### src/rtl/rob_commit_ctrl_pkg.sv
// Shared configuration for the ROB commit controller: id width, table size,
// field widths, the reserved "not renamed" id and the pointer-advance helper.
package rob_commit_ctrl_pkg;

    localparam int ROB_LOG  = 4;
    localparam int ROB_SIZE = 1 << ROB_LOG;
    localparam int RD_W     = 5;
    localparam int XLEN     = 32;

    typedef logic [ROB_LOG-1:0] rob_id_t;
    typedef logic [RD_W-1:0]    rd_t;
    typedef logic [XLEN-1:0]    word_t;

    // Id 0 means "not renamed" to the register file and is never handed out.
    localparam rob_id_t ROB_ID_NONE  = '0;
    localparam rob_id_t ROB_ID_FIRST = rob_id_t'(1);
    localparam rob_id_t ROB_ID_LAST  = rob_id_t'(ROB_SIZE - 1);

    // RUN: normal issue/commit. FLUSH: the one cycle jump_flag is high.
    typedef enum logic {
        ST_RUN   = 1'b0,
        ST_FLUSH = 1'b1
    } rob_state_e;

    // Advance a ROB pointer, wrapping from the last id back to 1 (skipping 0).
    function automatic rob_id_t rob_id_next(input rob_id_t id);
        return (id == ROB_ID_LAST) ? ROB_ID_FIRST : id + rob_id_t'(1);
    endfunction

endpackage

### src/rtl/rob_commit_ctrl_if.sv
// Bus bundle between the ROB and decoder/CDB/RegFile. The slave modport is the
// ROB side; master is the environment (decoder, CDB, RegFile or a bench).
// Handshake: issue is accepted in a cycle exactly when rename_valid is high
// (issue_valid held by the source until then); wb_valid and commit_valid are
// single-cycle strobes with no back-pressure; jump_flag is a one-cycle pulse.
// dbg_* mirror the internal state register and pointers for observation.
interface rob_commit_ctrl_if;
    import rob_commit_ctrl_pkg::*;

    logic       issue_valid;
    rd_t        issue_rd_in;
    word_t      issue_pc;
    logic       issue_is_br;
    logic       rob_full;
    logic       rename_valid;
    rd_t        issue_rd;
    rob_id_t    issue_RobId;

    logic       wb_valid;
    rob_id_t    wb_RobId;
    word_t      wb_value;
    logic       wb_jump;
    word_t      wb_target;

    rob_id_t    query_RobId;
    logic       query_ready;
    word_t      query_value;

    logic       commit_valid;
    rd_t        commit_dest;
    word_t      commit_value;
    rob_id_t    commit_RobId;

    logic       jump_flag;
    word_t      jump_pc;

    rob_state_e dbg_state;
    rob_id_t    dbg_head;
    rob_id_t    dbg_tail;
    rob_id_t    dbg_count;

    modport slave (
        input  issue_valid, issue_rd_in, issue_pc, issue_is_br,
        input  wb_valid, wb_RobId, wb_value, wb_jump, wb_target,
        input  query_RobId,
        output rob_full, rename_valid, issue_rd, issue_RobId,
        output query_ready, query_value,
        output commit_valid, commit_dest, commit_value, commit_RobId,
        output jump_flag, jump_pc,
        output dbg_state, dbg_head, dbg_tail, dbg_count
    );

    modport master (
        output issue_valid, issue_rd_in, issue_pc, issue_is_br,
        output wb_valid, wb_RobId, wb_value, wb_jump, wb_target,
        output query_RobId,
        input  rob_full, rename_valid, issue_rd, issue_RobId,
        input  query_ready, query_value,
        input  commit_valid, commit_dest, commit_value, commit_RobId,
        input  jump_flag, jump_pc,
        input  dbg_state, dbg_head, dbg_tail, dbg_count
    );

endinterface

### src/rtl/rob_commit_ctrl_entry_store.sv
// Per-entry ROB storage: occupancy/ready bits plus rd, branch flag, value,
// mispredict flag and redirect target. One allocate port, one writeback port,
// one commit-release port, a flush that empties everything, and two read
// ports (head and operand query). Writebacks to unoccupied ids are dropped.
// The instruction pc is not kept: the redirect target comes from the CDB.
module rob_commit_ctrl_entry_store
    import rob_commit_ctrl_pkg::*;
(
    input  logic    clk,
    input  logic    rst,
    input  logic    i_flush,
    input  logic    i_alloc_we,
    input  rob_id_t i_alloc_id,
    input  rd_t     i_alloc_rd,
    input  logic    i_alloc_is_br,
    input  logic    i_wb_we,
    input  rob_id_t i_wb_id,
    input  word_t   i_wb_value,
    input  logic    i_wb_jump,
    input  word_t   i_wb_target,
    input  logic    i_commit_we,
    input  rob_id_t i_commit_id,
    input  rob_id_t i_head_id,
    output logic    o_head_ready,
    output rd_t     o_head_rd,
    output word_t   o_head_value,
    output logic    o_head_jump,
    output word_t   o_head_target,
    input  rob_id_t i_query_id,
    output logic    o_query_ready,
    output word_t   o_query_value
);

    logic [ROB_SIZE-1:0] r_valid;
    logic [ROB_SIZE-1:0] r_ready;
    logic [ROB_SIZE-1:0] r_is_br;
    logic [ROB_SIZE-1:0] r_jump;
    rd_t                 r_rd     [ROB_SIZE];
    word_t               r_value  [ROB_SIZE];
    word_t               r_target [ROB_SIZE];

    logic w_wb_hit;

    assign w_wb_hit = i_wb_we && r_valid[i_wb_id];

    // Occupancy and ready bits: reset/flush empty the table, allocation wins
    // over a writeback to the same slot (the slot cannot be occupied then).
    always_ff @(posedge clk) begin
        if (rst || i_flush) begin
            r_valid <= '0;
            r_ready <= '0;
        end else begin
            if (i_commit_we) begin
                r_valid[i_commit_id] <= 1'b0;
            end
            if (w_wb_hit) begin
                r_ready[i_wb_id] <= 1'b1;
            end
            if (i_alloc_we) begin
                r_valid[i_alloc_id] <= 1'b1;
                r_ready[i_alloc_id] <= 1'b0;
            end
        end
    end

    // Payload fields: no reset needed, they are only read behind ready bits.
    always_ff @(posedge clk) begin
        if (!rst && !i_flush) begin
            if (w_wb_hit) begin
                r_value[i_wb_id]  <= i_wb_value;
                r_jump[i_wb_id]   <= i_wb_jump;
                r_target[i_wb_id] <= i_wb_target;
            end
            if (i_alloc_we) begin
                r_rd[i_alloc_id]    <= i_alloc_rd;
                r_is_br[i_alloc_id] <= i_alloc_is_br;
                r_jump[i_alloc_id]  <= 1'b0;
            end
        end
    end

    assign o_head_ready  = r_ready[i_head_id];
    assign o_head_rd     = r_rd[i_head_id];
    assign o_head_value  = r_value[i_head_id];
    assign o_head_jump   = r_jump[i_head_id] & r_is_br[i_head_id];
    assign o_head_target = r_target[i_head_id];
    assign o_query_ready = r_ready[i_query_id];
    assign o_query_value = r_value[i_query_id];

endmodule

### src/rtl/rob_commit_ctrl.sv
// Reorder-buffer sequencer: allocates ids 1..2^ROB_LOG-1 at issue, collects
// CDB writebacks, retires in order (zero-latency combinational commit) and
// raises a registered one-cycle jump_flag after a mispredicted branch commits.
// Optional macro ROB_WB_BYPASS_EN: operand query also sees a same-cycle CDB
// writeback; without it the query returns stored state only.
module rob_commit_ctrl
    import rob_commit_ctrl_pkg::*;
(
    input  logic              clk,
    input  logic              rst,
    input  logic              rdy,
    rob_commit_ctrl_if.slave  bus
);

    rob_state_e r_state;
    rob_state_e w_state_next;
    rob_id_t    r_head;
    rob_id_t    r_tail;
    rob_id_t    r_count;
    word_t      r_jump_pc;

    logic    w_jump_flag;
    logic    w_rob_full;
    logic    w_alloc;
    logic    w_commit;
    logic    w_wb_we;
    logic    w_flush;
    logic    w_head_ready;
    rd_t     w_head_rd;
    word_t   w_head_value;
    logic    w_head_jump;
    word_t   w_head_target;
    logic    w_q_ready;
    word_t   w_q_value;

    assign w_jump_flag = (r_state == ST_FLUSH);
    // Full is taken from the count register only, so a same-cycle commit
    // never frees a slot for the issue in that cycle.
    assign w_rob_full  = (r_count == ROB_ID_LAST);
    assign w_alloc     = rdy && bus.issue_valid && !w_rob_full && !w_jump_flag;
    assign w_commit    = rdy && !w_jump_flag && (r_count != ROB_ID_NONE) && w_head_ready;
    assign w_wb_we     = rdy && !w_jump_flag && bus.wb_valid;
    assign w_flush     = rdy && w_jump_flag;

    rob_commit_ctrl_entry_store u_store (
        .clk           (clk),
        .rst           (rst),
        .i_flush       (w_flush),
        .i_alloc_we    (w_alloc),
        .i_alloc_id    (r_tail),
        .i_alloc_rd    (bus.issue_rd_in),
        .i_alloc_is_br (bus.issue_is_br),
        .i_wb_we       (w_wb_we),
        .i_wb_id       (bus.wb_RobId),
        .i_wb_value    (bus.wb_value),
        .i_wb_jump     (bus.wb_jump),
        .i_wb_target   (bus.wb_target),
        .i_commit_we   (w_commit),
        .i_commit_id   (r_head),
        .i_head_id     (r_head),
        .o_head_ready  (w_head_ready),
        .o_head_rd     (w_head_rd),
        .o_head_value  (w_head_value),
        .o_head_jump   (w_head_jump),
        .o_head_target (w_head_target),
        .i_query_id    (bus.query_RobId),
        .o_query_ready (w_q_ready),
        .o_query_value (w_q_value)
    );

    // Flush state register.
    always_ff @(posedge clk) begin
        if (rst) begin
            r_state <= ST_RUN;
        end else begin
            r_state <= w_state_next;
        end
    end

    // Next state: a mispredicted head commit enters FLUSH for exactly one
    // enabled cycle; rdy low holds the current state.
    always_comb begin
        w_state_next = r_state;
        case (r_state)
            ST_RUN: begin
                if (w_commit && w_head_jump) begin
                    w_state_next = ST_FLUSH;
                end
            end
            ST_FLUSH: begin
                if (rdy) begin
                    w_state_next = ST_RUN;
                end
            end
            default: w_state_next = ST_RUN;
        endcase
    end

    // Pointers, occupancy count and redirect target.
    always_ff @(posedge clk) begin
        if (rst) begin
            r_head    <= ROB_ID_FIRST;
            r_tail    <= ROB_ID_FIRST;
            r_count   <= ROB_ID_NONE;
            r_jump_pc <= '0;
        end else if (w_flush) begin
            r_head  <= ROB_ID_FIRST;
            r_tail  <= ROB_ID_FIRST;
            r_count <= ROB_ID_NONE;
        end else begin
            if (w_alloc) begin
                r_tail <= rob_id_next(r_tail);
            end
            if (w_commit) begin
                r_head <= rob_id_next(r_head);
            end
            if (w_alloc && !w_commit) begin
                r_count <= r_count + rob_id_t'(1);
            end else if (!w_alloc && w_commit) begin
                r_count <= r_count - rob_id_t'(1);
            end
            if (w_commit && w_head_jump) begin
                r_jump_pc <= w_head_target;
            end
        end
    end

`ifdef ROB_WB_BYPASS_EN
    // Operand query with same-cycle CDB forwarding.
    always_comb begin
        bus.query_ready = w_q_ready;
        bus.query_value = w_q_value;
        if (bus.wb_valid && (bus.wb_RobId == bus.query_RobId)) begin
            bus.query_ready = 1'b1;
            bus.query_value = bus.wb_value;
        end
    end
`else
    assign bus.query_ready = w_q_ready;
    assign bus.query_value = w_q_value;
`endif

    assign bus.rob_full     = w_rob_full;
    assign bus.rename_valid = w_alloc;
    assign bus.issue_rd     = bus.issue_rd_in;
    assign bus.issue_RobId  = r_tail;
    assign bus.commit_valid = w_commit;
    assign bus.commit_dest  = w_head_rd;
    assign bus.commit_value = w_head_value;
    assign bus.commit_RobId = r_head;
    assign bus.jump_flag    = w_jump_flag;
    assign bus.jump_pc      = r_jump_pc;
    assign bus.dbg_state    = r_state;
    assign bus.dbg_head     = r_head;
    assign bus.dbg_tail     = r_tail;
    assign bus.dbg_count    = r_count;

endmodule

### src/flat_wrapper.sv
// flat-port wrapper written by rule: the top's interface ports become plain ports
module rob_commit_ctrl_flat import rob_commit_ctrl_pkg::*;
  (clk, rst, rdy, bus_issue_valid, bus_issue_rd_in, bus_issue_pc, bus_issue_is_br, bus_wb_valid, bus_wb_RobId, bus_wb_value, bus_wb_jump, bus_wb_target, bus_query_RobId, bus_rob_full, bus_rename_valid, bus_issue_rd, bus_issue_RobId, bus_query_ready, bus_query_value, bus_commit_valid, bus_commit_dest, bus_commit_value, bus_commit_RobId, bus_jump_flag, bus_jump_pc, bus_dbg_state, bus_dbg_head, bus_dbg_tail, bus_dbg_count);
  rob_commit_ctrl_if bus_i ();
  input  logic clk;
  input  logic rst;
  input  logic rdy;
  input wire logic [$bits(bus_i.issue_valid)-1:0] bus_issue_valid;
  input wire logic [$bits(bus_i.issue_rd_in)-1:0] bus_issue_rd_in;
  input wire logic [$bits(bus_i.issue_pc)-1:0] bus_issue_pc;
  input wire logic [$bits(bus_i.issue_is_br)-1:0] bus_issue_is_br;
  input wire logic [$bits(bus_i.wb_valid)-1:0] bus_wb_valid;
  input wire logic [$bits(bus_i.wb_RobId)-1:0] bus_wb_RobId;
  input wire logic [$bits(bus_i.wb_value)-1:0] bus_wb_value;
  input wire logic [$bits(bus_i.wb_jump)-1:0] bus_wb_jump;
  input wire logic [$bits(bus_i.wb_target)-1:0] bus_wb_target;
  input wire logic [$bits(bus_i.query_RobId)-1:0] bus_query_RobId;
  output wire logic [$bits(bus_i.rob_full)-1:0] bus_rob_full;
  output wire logic [$bits(bus_i.rename_valid)-1:0] bus_rename_valid;
  output wire logic [$bits(bus_i.issue_rd)-1:0] bus_issue_rd;
  output wire logic [$bits(bus_i.issue_RobId)-1:0] bus_issue_RobId;
  output wire logic [$bits(bus_i.query_ready)-1:0] bus_query_ready;
  output wire logic [$bits(bus_i.query_value)-1:0] bus_query_value;
  output wire logic [$bits(bus_i.commit_valid)-1:0] bus_commit_valid;
  output wire logic [$bits(bus_i.commit_dest)-1:0] bus_commit_dest;
  output wire logic [$bits(bus_i.commit_value)-1:0] bus_commit_value;
  output wire logic [$bits(bus_i.commit_RobId)-1:0] bus_commit_RobId;
  output wire logic [$bits(bus_i.jump_flag)-1:0] bus_jump_flag;
  output wire logic [$bits(bus_i.jump_pc)-1:0] bus_jump_pc;
  output wire logic [$bits(bus_i.dbg_state)-1:0] bus_dbg_state;
  output wire logic [$bits(bus_i.dbg_head)-1:0] bus_dbg_head;
  output wire logic [$bits(bus_i.dbg_tail)-1:0] bus_dbg_tail;
  output wire logic [$bits(bus_i.dbg_count)-1:0] bus_dbg_count;
  assign bus_i.issue_valid = bus_issue_valid;
  assign bus_i.issue_rd_in = bus_issue_rd_in;
  assign bus_i.issue_pc = bus_issue_pc;
  assign bus_i.issue_is_br = bus_issue_is_br;
  assign bus_i.wb_valid = bus_wb_valid;
  assign bus_i.wb_RobId = bus_wb_RobId;
  assign bus_i.wb_value = bus_wb_value;
  assign bus_i.wb_jump = bus_wb_jump;
  assign bus_i.wb_target = bus_wb_target;
  assign bus_i.query_RobId = bus_query_RobId;
  assign bus_rob_full = bus_i.rob_full;
  assign bus_rename_valid = bus_i.rename_valid;
  assign bus_issue_rd = bus_i.issue_rd;
  assign bus_issue_RobId = bus_i.issue_RobId;
  assign bus_query_ready = bus_i.query_ready;
  assign bus_query_value = bus_i.query_value;
  assign bus_commit_valid = bus_i.commit_valid;
  assign bus_commit_dest = bus_i.commit_dest;
  assign bus_commit_value = bus_i.commit_value;
  assign bus_commit_RobId = bus_i.commit_RobId;
  assign bus_jump_flag = bus_i.jump_flag;
  assign bus_jump_pc = bus_i.jump_pc;
  assign bus_dbg_state = bus_i.dbg_state;
  assign bus_dbg_head = bus_i.dbg_head;
  assign bus_dbg_tail = bus_i.dbg_tail;
  assign bus_dbg_count = bus_i.dbg_count;
  rob_commit_ctrl u_core (.clk(clk), .rst(rst), .rdy(rdy), .bus(bus_i));
endmodule
### config.mk
export PLATFORM = sky130hd
export DESIGN_NAME = rob_commit_ctrl_flat
export DESIGN_NICKNAME = d
export VERILOG_FILES = /design/src/rtl/rob_commit_ctrl_pkg.sv /design/src/rtl/rob_commit_ctrl_if.sv /design/src/rtl/rob_commit_ctrl_entry_store.sv /design/src/rtl/rob_commit_ctrl.sv /design/src/flat_wrapper.sv
export SDC_FILE = /design/constraint.sdc
export NUM_CORES = 1
export LEC_CHECK = 0
export BUFFER_PORTS_ARGS = -buffer_cell sky130_fd_sc_hd__buf_4
export CAP_MARGIN = 10
export CELL_PAD_IN_SITES_DETAIL_PLACEMENT = 1
export CELL_PAD_IN_SITES_GLOBAL_PLACEMENT = 1
export CORE_MARGIN = 10
export CORE_UTILIZATION = 35
export CTS_BUF_LIST = sky130_fd_sc_hd__clkbuf_4 sky130_fd_sc_hd__clkbuf_8
export DETAILED_ROUTE_END_ITERATION = 7
export GPL_ROUTABILITY_DRIVEN = 0
export PLACE_DENSITY = 0.61
export SLEW_MARGIN = 40
export SYNTH_ARGS = -nofsm -noshare
export SYNTH_HDL_FRONTEND = slang
export SYNTH_SLANG_ARGS = --single-unit
### constraint.sdc
create_clock -name clk -period 13.36 [get_ports clk]
set_input_delay 2.672 -clock clk [delete_from_list [all_inputs] [get_ports clk]]
set_output_delay 2.672 -clock clk [all_outputs]
set_load 0.005 [all_outputs]
==> summary.md, run 1 <==
| Metric | Value |
|---|---|
| H-tree depth | `4` |
| Post-synth EDFFs | `1136` |
| Remaining DRCs | `0` |
| Largest fanout on the critical path | `86` |
| Clk slew on worst S/H paths | `0.06 ns` |
| Hold Startpoint | `u_core.u_store.r_valid[13]` |
| Detail Placement HPWL | `76200 um` |
| Unrepaired setup endpoints after global routing | `false` |
| Final instance area | `0.0584 mm2` |
| Post-CTS sizing | `0` |
| Crit path max-delay family | `buffers and inverters` |
| Final ANT Viol Nets | `0` |
| Routed WL | `138000 um` |
| Final hold vios | `0` |
| Syn_area_per_cell | `22.4 um2` |
| Drt wl/cell | `29.7 um` |
| Flops & latches, synth | `1217` |
| Data required time of the worst path | `10.69 ns` |
| Slew HR | `0.415` |
| Clock skew | `0.0330 ns` |
| Number of DRC markers in iteration 0 | `2157` |
| Post-synthesis sequential area ratio | `0.709` |
| # port buffers | `215` |
| Core area | `0.143 mm2` |
| Die area | `0.160 mm2` |
| Min Tclk post-route | `7.96 ns` |
| CP peak stage delay | `0.74 ns` |
| Layout area overhead | `15.8%` |
| Yosys warnings | `0` |
| Crit start category | `input port` |
| TritonCTS clock tree | `built` |
| Ys flop type | `edfxtp_1` |
| Hold WC Path Type | `reg2reg` |
| Max cap viols | `0` |
| Endpoint class of the critical path | `primary output` |
| Clk_lat worst skew | `0.91 ns` |
| Final net count | `2688` |
| Mapped Area | `0.0504 mm2` |
| Die H | `399 um` |
| Hold-fix buffers, CTS | `0` |
| First-pass GRT wire length | `198000 um` |
| Crit share post-route | `0.596` |
| Ports | `248` |
| Post-synth ARST share | `0` |
| Vias in the first global route | `28110` |
| GRT Resource Usage Total | `0.171` |
| Setup tns final | `0 ns` |
| Bufs and invs on worst path | `3` |
| Commonest non-fill, non-tap cell in the layout | `edfxtp_1` |
| Rows | `139` |
| Storage cell area | `0.0358 mm2` |
| Multi-input logic area | `0.0140 mm2` |
| Die X | `399 um` |
| TritonCTS Buffers | `200` |
| Pleak | `0.0185 uW` |
| Vias | `25280` |
| Vias per inst | `5.46` |
| Initial Utilization | `0.352` |
| Final Max Slew Viols | `0` |
| GRT Residual Overflow | `0` |
| Max Buffers Root-to-Sink | `3` |
| Kind of critical path | `in2out` |
| Crit path max-delay cell type | `buf_4` |
| R2R Path Start | `u_core.bus.commit_RobId[1]` |
| Status | `finished clean` |
| Cell breakdown of the critical path | `buf_8 > buf_4 > mux4_2 > mux4_2 > buf_4` |
| Most frequent cells in the layout | `1136 x edfxtp_1, 523 x mux4_2, 243 x buf_4` |
| Fillers | `13622` |
| Initial antenna violation count | `20` |
| CP Launch Point | `bus_query_RobId[1]` |
| Worst vdd ir | `0.000108 V` |
| Fmax | `126 MHz` |
| Layout cell share with drive strength beyond 1 | `0.419` |
| Root Driver | `clkbuf_8` |
| DR pass1 iterations | `5` |
| Mapped Nets | `2378` |
| Placed Area | `0.0544 mm2` |
| Worst-Margin Slew | `0.878 ns` |
| Clock Sinks | `1217` |
| Worst path arrival time | `5.29 ns` |
| Synth Instances | `2250` |
| Post-CTS setup buffers | `0` |
| Yosys cell types | `50` |
| Pin count of the biggest net entering global routing | `87` |
| Final setup viols | `0` |
| Power Density | `130 mW/mm2` |
cell families after synthesis:
kind of cell | after synthesis | synth area share
xor+xnor | 6 | 0.00104
fa+ha+maj | 12 | 0.00313
flops | 1217 | 0.709
mux | 577 | 0.245
buf+inv | 177 | 0.0152
simple gates | 179 | 0.0162
compound gates | 82 | 0.0106
final timing paths:
check,cells after the start,to,slack (ns)
max,5,bus_query_value[28],5.40
min,2,u_core.u_store.r_valid[13],0.46
max reg2reg,14,u_core.bus.dbg_count[3],8.60
min reg2reg,2,u_core.u_store.r_valid[13],0.46
cells in the mapped netlist, types with 13 or more instances:
master / number / share of area
inv_1: 13 / 0.00097
nor3_1: 14 / 0.0014
buf_2: 13 / 0.0013
edfxtp_1: 1136 / 0.68
buf_4: 15 / 0.0022
dfxtp_1: 81 / 0.032
nor2_1: 80 / 0.0060
clkbuf_1: 94 / 0.0070
o21ai_0: 15 / 0.0015
mux2i_1: 51 / 0.010
nand2_1: 43 / 0.0032
buf_1: 37 / 0.0028
a21oi_1: 37 / 0.0037
mux4_2: 523 / 0.23
power by group:
group	total, uW	switching, uW	internal, uW
combinational	227	132	95.3
sequential	4170	6.12	4170
clock	3210	1490	1720
per-layer routing:
layer  global-route usage  routed length (um)
met4               0.0579                3660
met3               0.0513               10000
met5                    0                 164
met1                0.215               55500
met2                0.284               68500
flip-flops by register name, summed over array words and instances, names as in the netlist, named ones only:
signal and cells:
u_core.u_store.r_target 512, u_core.u_store.r_value 512, u_core.u_store.r_rd 80, u_core.bus.jump_pc 32
u_core.u_store.r_is_br 16, u_core.u_store.r_jump 16, u_core.u_store.r_ready 16, u_core.u_store.r_valid 16
u_core.bus.commit_RobId 4, u_core.bus.dbg_count 4, u_core.bus.dbg_tail 4, u_core.bus.dbg_state 1
through the flow:
stage	total power, uW	utilization	std cells	setup slack, ns	hold WS [ns]
floorplan	4360	-	2250	4.69	0.433
global placement	4470	0.378	4258	5.18	0.460
detailed placement	4480	0.379	4261	5.42	0.454
CTS	7720	0.407	4629	5.42	0.465
global route	7900	0.407	4632	5.29	0.486
finish	7610	0.407	4634	5.40	0.463
layout make-up:
class	count	area share
Clock inverter	91	0.00941
Sequential cell	1217	0.613
Antenna cell	5	0.000214
Clock buffer	277	0.0583
Multi-Input combinational cell	856	0.240
Inverter	14	0.000900
Tap cell	1903	0.0408
Timing Repair Buffer	271	0.0372
worst reg2reg max path: cells and delay by family, from the launching register on:
| kind | cells | cell delay (ns) |
|---|---|---|
| compound gates | 3 | 0.49 |
| xor+xnor | 1 | 0.09 |
| fa+ha+maj | 2 | 0.59 |
| buf+inv | 3 | 1.06 |
| flops | 1 | 0.63 |
| mux | 1 | 0.68 |
| simple gates | 4 | 1.19 |
Note: power is estimated with default switching activity, not from simulation.
==> run 2, diff against run 1 <==
--- a/config.mk
+++ b/config.mk
@@ -14,7 +14,7 @@
 export CTS_BUF_LIST = sky130_fd_sc_hd__clkbuf_4 sky130_fd_sc_hd__clkbuf_8
 export DETAILED_ROUTE_END_ITERATION = 7
 export GPL_ROUTABILITY_DRIVEN = 0
-export PLACE_DENSITY = 0.61
+export PLACE_DENSITY = 0.63
 export SLEW_MARGIN = 40
 export SYNTH_ARGS = -nofsm -noshare
 export SYNTH_HDL_FRONTEND = slang
==> constraint.sdc (replaced) <==
create_clock -name clk -period 6.7 [get_ports clk]
set_input_delay 1.34 -clock clk [delete_from_list [all_inputs] [get_ports clk]]
set_output_delay 1.34 -clock clk [all_outputs]
set_load 0.005 [all_outputs]
==> run 2 against run 1 <==
Critical path depth up 2. Sequential power grew 100%. Setup slack worse by 3.9 ns. Global-route usage is essentially flat. Core utilization increased by 0.27 points. Die area is the same. Largest power group unchanged.
==> summary.md, run 2 (synthesized netlist as in run 1, its figures left out) <==
| Metric | Value |
|---|---|
| FF-to-FF path depth | `13 (-1)` |
| Status | `finished clean` |
| Root Driver | `clkbuf_8` |
| Initial Utilization | `0.352 (unchanged)` |
| H-tree depth | `4 (unchanged)` |
| Top Registers | `u_core.u_store.r_target (512), u_core.u_store.r_value (512), u_core.u_store.r_rd (80)` |
| Die X | `399 um (unchanged)` |
| TritonCTS Buffers | `199 (-0.50%)` |
| Ports | `248 (unchanged)` |
| # port buffers | `215 (unchanged)` |
| Initial antenna violation count | `12 (-40%)` |
| Hold Path Depth | `2 (unchanged)` |
| Power Density | `262 mW/mm2 (+100%)` |
| Bufs and invs on worst path | `3 (unchanged)` |
| Crit path max-delay cell type | `buf_4` |
| Worst R2R Setup Slack | `2.36 ns (-6.24 ns)` |
| Vias | `25406 (+0.50%)` |
| Hold-fix buffers, CTS | `0 (unchanged)` |
| Setup tns final | `0 ns (unchanged)` |
| Clock skew | `0.0465 ns (+0.0136 ns)` |
| GRT Resource Usage Total | `0.171 (-0.000450)` |
| Final Max Slew Viols | `0 (unchanged)` |
| Final net count | `2695 (+0.26%)` |
| R2R Path Start | `u_core.bus.commit_RobId[1]` |
| WHS Endpoint | `u_core.u_store.r_valid[13]` |
| Kind of critical path | `reg2out` |
| Detail Placement HPWL | `76200 um (+0.10%)` |
| Max cap viols | `0 (unchanged)` |
| Slew HR | `0.430 (+0.0153)` |
| DR pass1 iterations | `5 (unchanged)` |
| Worst-Margin Slew | `0.855 ns (-0.0229 ns)` |
| Crit start category | `register` |
| Post-CTS setup buffers | `0 (unchanged)` |
| Core area | `0.143 mm2 (unchanged)` |
| Worst path arrival time | `3.83 ns (-1.46 ns)` |
| Cell breakdown of the critical path | `buf_4 > mux2_2 > o21ai_0 > or4_1 > and2_1 > inv_1 > buf_4` |
| TritonCTS clock tree | `built` |
| First-pass GRT wire length | `199000 um (+0.41%)` |
| Largest fanout on the critical path | `45 (-48%)` |
| Pin count of the biggest net entering global routing | `75 (-14%)` |
| Clock Sinks | `1217 (unchanged)` |
| Final ANT Viol Nets | `0 (unchanged)` |
| CP Launch Point | `u_core.bus.commit_RobId[1]` |
| Fin cells | `4642 (+0.17%)` |
| RR Endpoint | `u_core.bus.dbg_count[3]` |
| Placed Area | `0.0547 mm2 (+0.54%)` |
| Number of DRC markers in iteration 0 | `2102 (-2.5%)` |
| Crit share post-route | `0.772` |
| CP peak stage delay | `0.67 ns (-0.07 ns)` |
| Most common cell on crit path | `buf_4` |
| Die H | `399 um (unchanged)` |
| Crit path max-delay family | `simple AND/OR/NAND/NOR gates` |
| GRT Residual Overflow | `0 (unchanged)` |
| Pleak | `0.0187 uW (+1.2%)` |
| Max Buffers Root-to-Sink | `3 (unchanged)` |
| Routed WL | `137000 um (-0.57%)` |
| Post-CTS sizing | `0 (unchanged)` |
| Die area | `0.160 mm2 (unchanged)` |
| Vias in the first global route | `28008 (-0.36%)` |
| Worst vdd ir | `0.000171 V (+58%)` |
| Clk slew on worst S/H paths | `0.06 ns (about the same)` |
| Fmax | `193 MHz` |
| Remaining DRCs | `0 (unchanged)` |
| Final hold vios | `0 (unchanged)` |
| Data required time of the worst path | `5.36 ns (-5.33 ns)` |
| Min Tclk post-route | `5.17 ns` |
| Unrepaired setup endpoints after global routing | `false` |
| Clk_lat worst skew | `0.92 ns (about the same)` |
| Layout area overhead | `16.6%` |
| Commonest non-fill, non-tap cell in the layout | `edfxtp_1` |
| Hold WC Path Type | `reg2reg` |
| Vias per inst | `5.47 (+0.33%)` |
| Layout cell share with drive strength beyond 1 | `0.426 (+0.00656)` |
| Rows | `139 (unchanged)` |
| Endpoint class of the critical path | `primary output` |
| Final instance area | `0.0588 mm2 (+0.66%)` |
| # placed instances | `4269 (+0.19%)` |
| Most frequent cells in the layout | `1136 x edfxtp_1, 523 x mux4_2, 246 x buf_4` |
| Hold Startpoint | `u_core.u_store.r_valid[13]` |
| Final setup viols | `0 (unchanged)` |
| Drt wl/cell | `29.5 um (-0.74%)` |
run 2: cell types whose count changed in the layout (fill, tap and decap cells not counted), moves of 4 or more:
cell / change
nor3_4: +9
clkinv_1: -16
nor3_2: -10
bufinv_16: +6
buf_6: -12
inv_8: +5
clkinv_2: +28
buf_16: +4
clkbuf_4: -17
buf_12: +12
run 2: metal layers:
metal  global-route usage  wire, um
met5                    0        95
met4               0.0563      3360
met3               0.0435      9630
met2                0.280     67800
met1                0.222     56200
run 2: where the power goes:
part	internal [uW]	switching, uW
Clock	3560	3040
Combinational	192	267
Sequential	8310	11.0
run 2: layout make-up:
cell class / instances / area (um2)
diodes: 8 / 20.0
clock buffers: 257 / 3240
clock inverters: 108 / 807
fillers: 13550 / 84600
inverters: 14 / 52.6
multi-input cells: 856 / 14100
flip-flops and latches: 1217 / 35800
well taps: 1903 / 2380
repair buffers: 279 / 2420
run 2: worst min-delay path: cells and delay by family, from the launching register on:
family / cells / cell delay [ns]
AND/OR/NAND/NOR: 1 / 0.05
flip-flops: 1 / 0.31
AO/OA/AOI/OAI: 1 / 0.05
run 2: worst max path at each step:
| stage | to | slack (ns) | cells past startpoint |
|---|---|---|---|
| after floorplan | u_core.u_store.r_target[11][0] | -0.64 | 5 |
| after global placement | bus_query_value[31] | 1.60 | 5 |
| after CTS | bus_commit_valid | 1.40 | 7 |
| after global routing | bus_commit_valid | 1.35 | 7 |
| final | bus_commit_valid | 1.53 | 7 |
| after detailed placement | bus_query_value[31] | 1.57 | 5 |
run 2: metrics by stage:
stage               worst slack, ns  total power, uW   util  hold WS [ns]
finish                         1.53            15400  0.410         0.462
global route                   1.35            16000  0.410         0.479
CTS                            1.40            15600  0.410         0.460
detailed placement             1.57             8950  0.381         0.451
global placement               1.60             8920  0.380         0.452
floorplan                    -0.642             8690      -         0.433
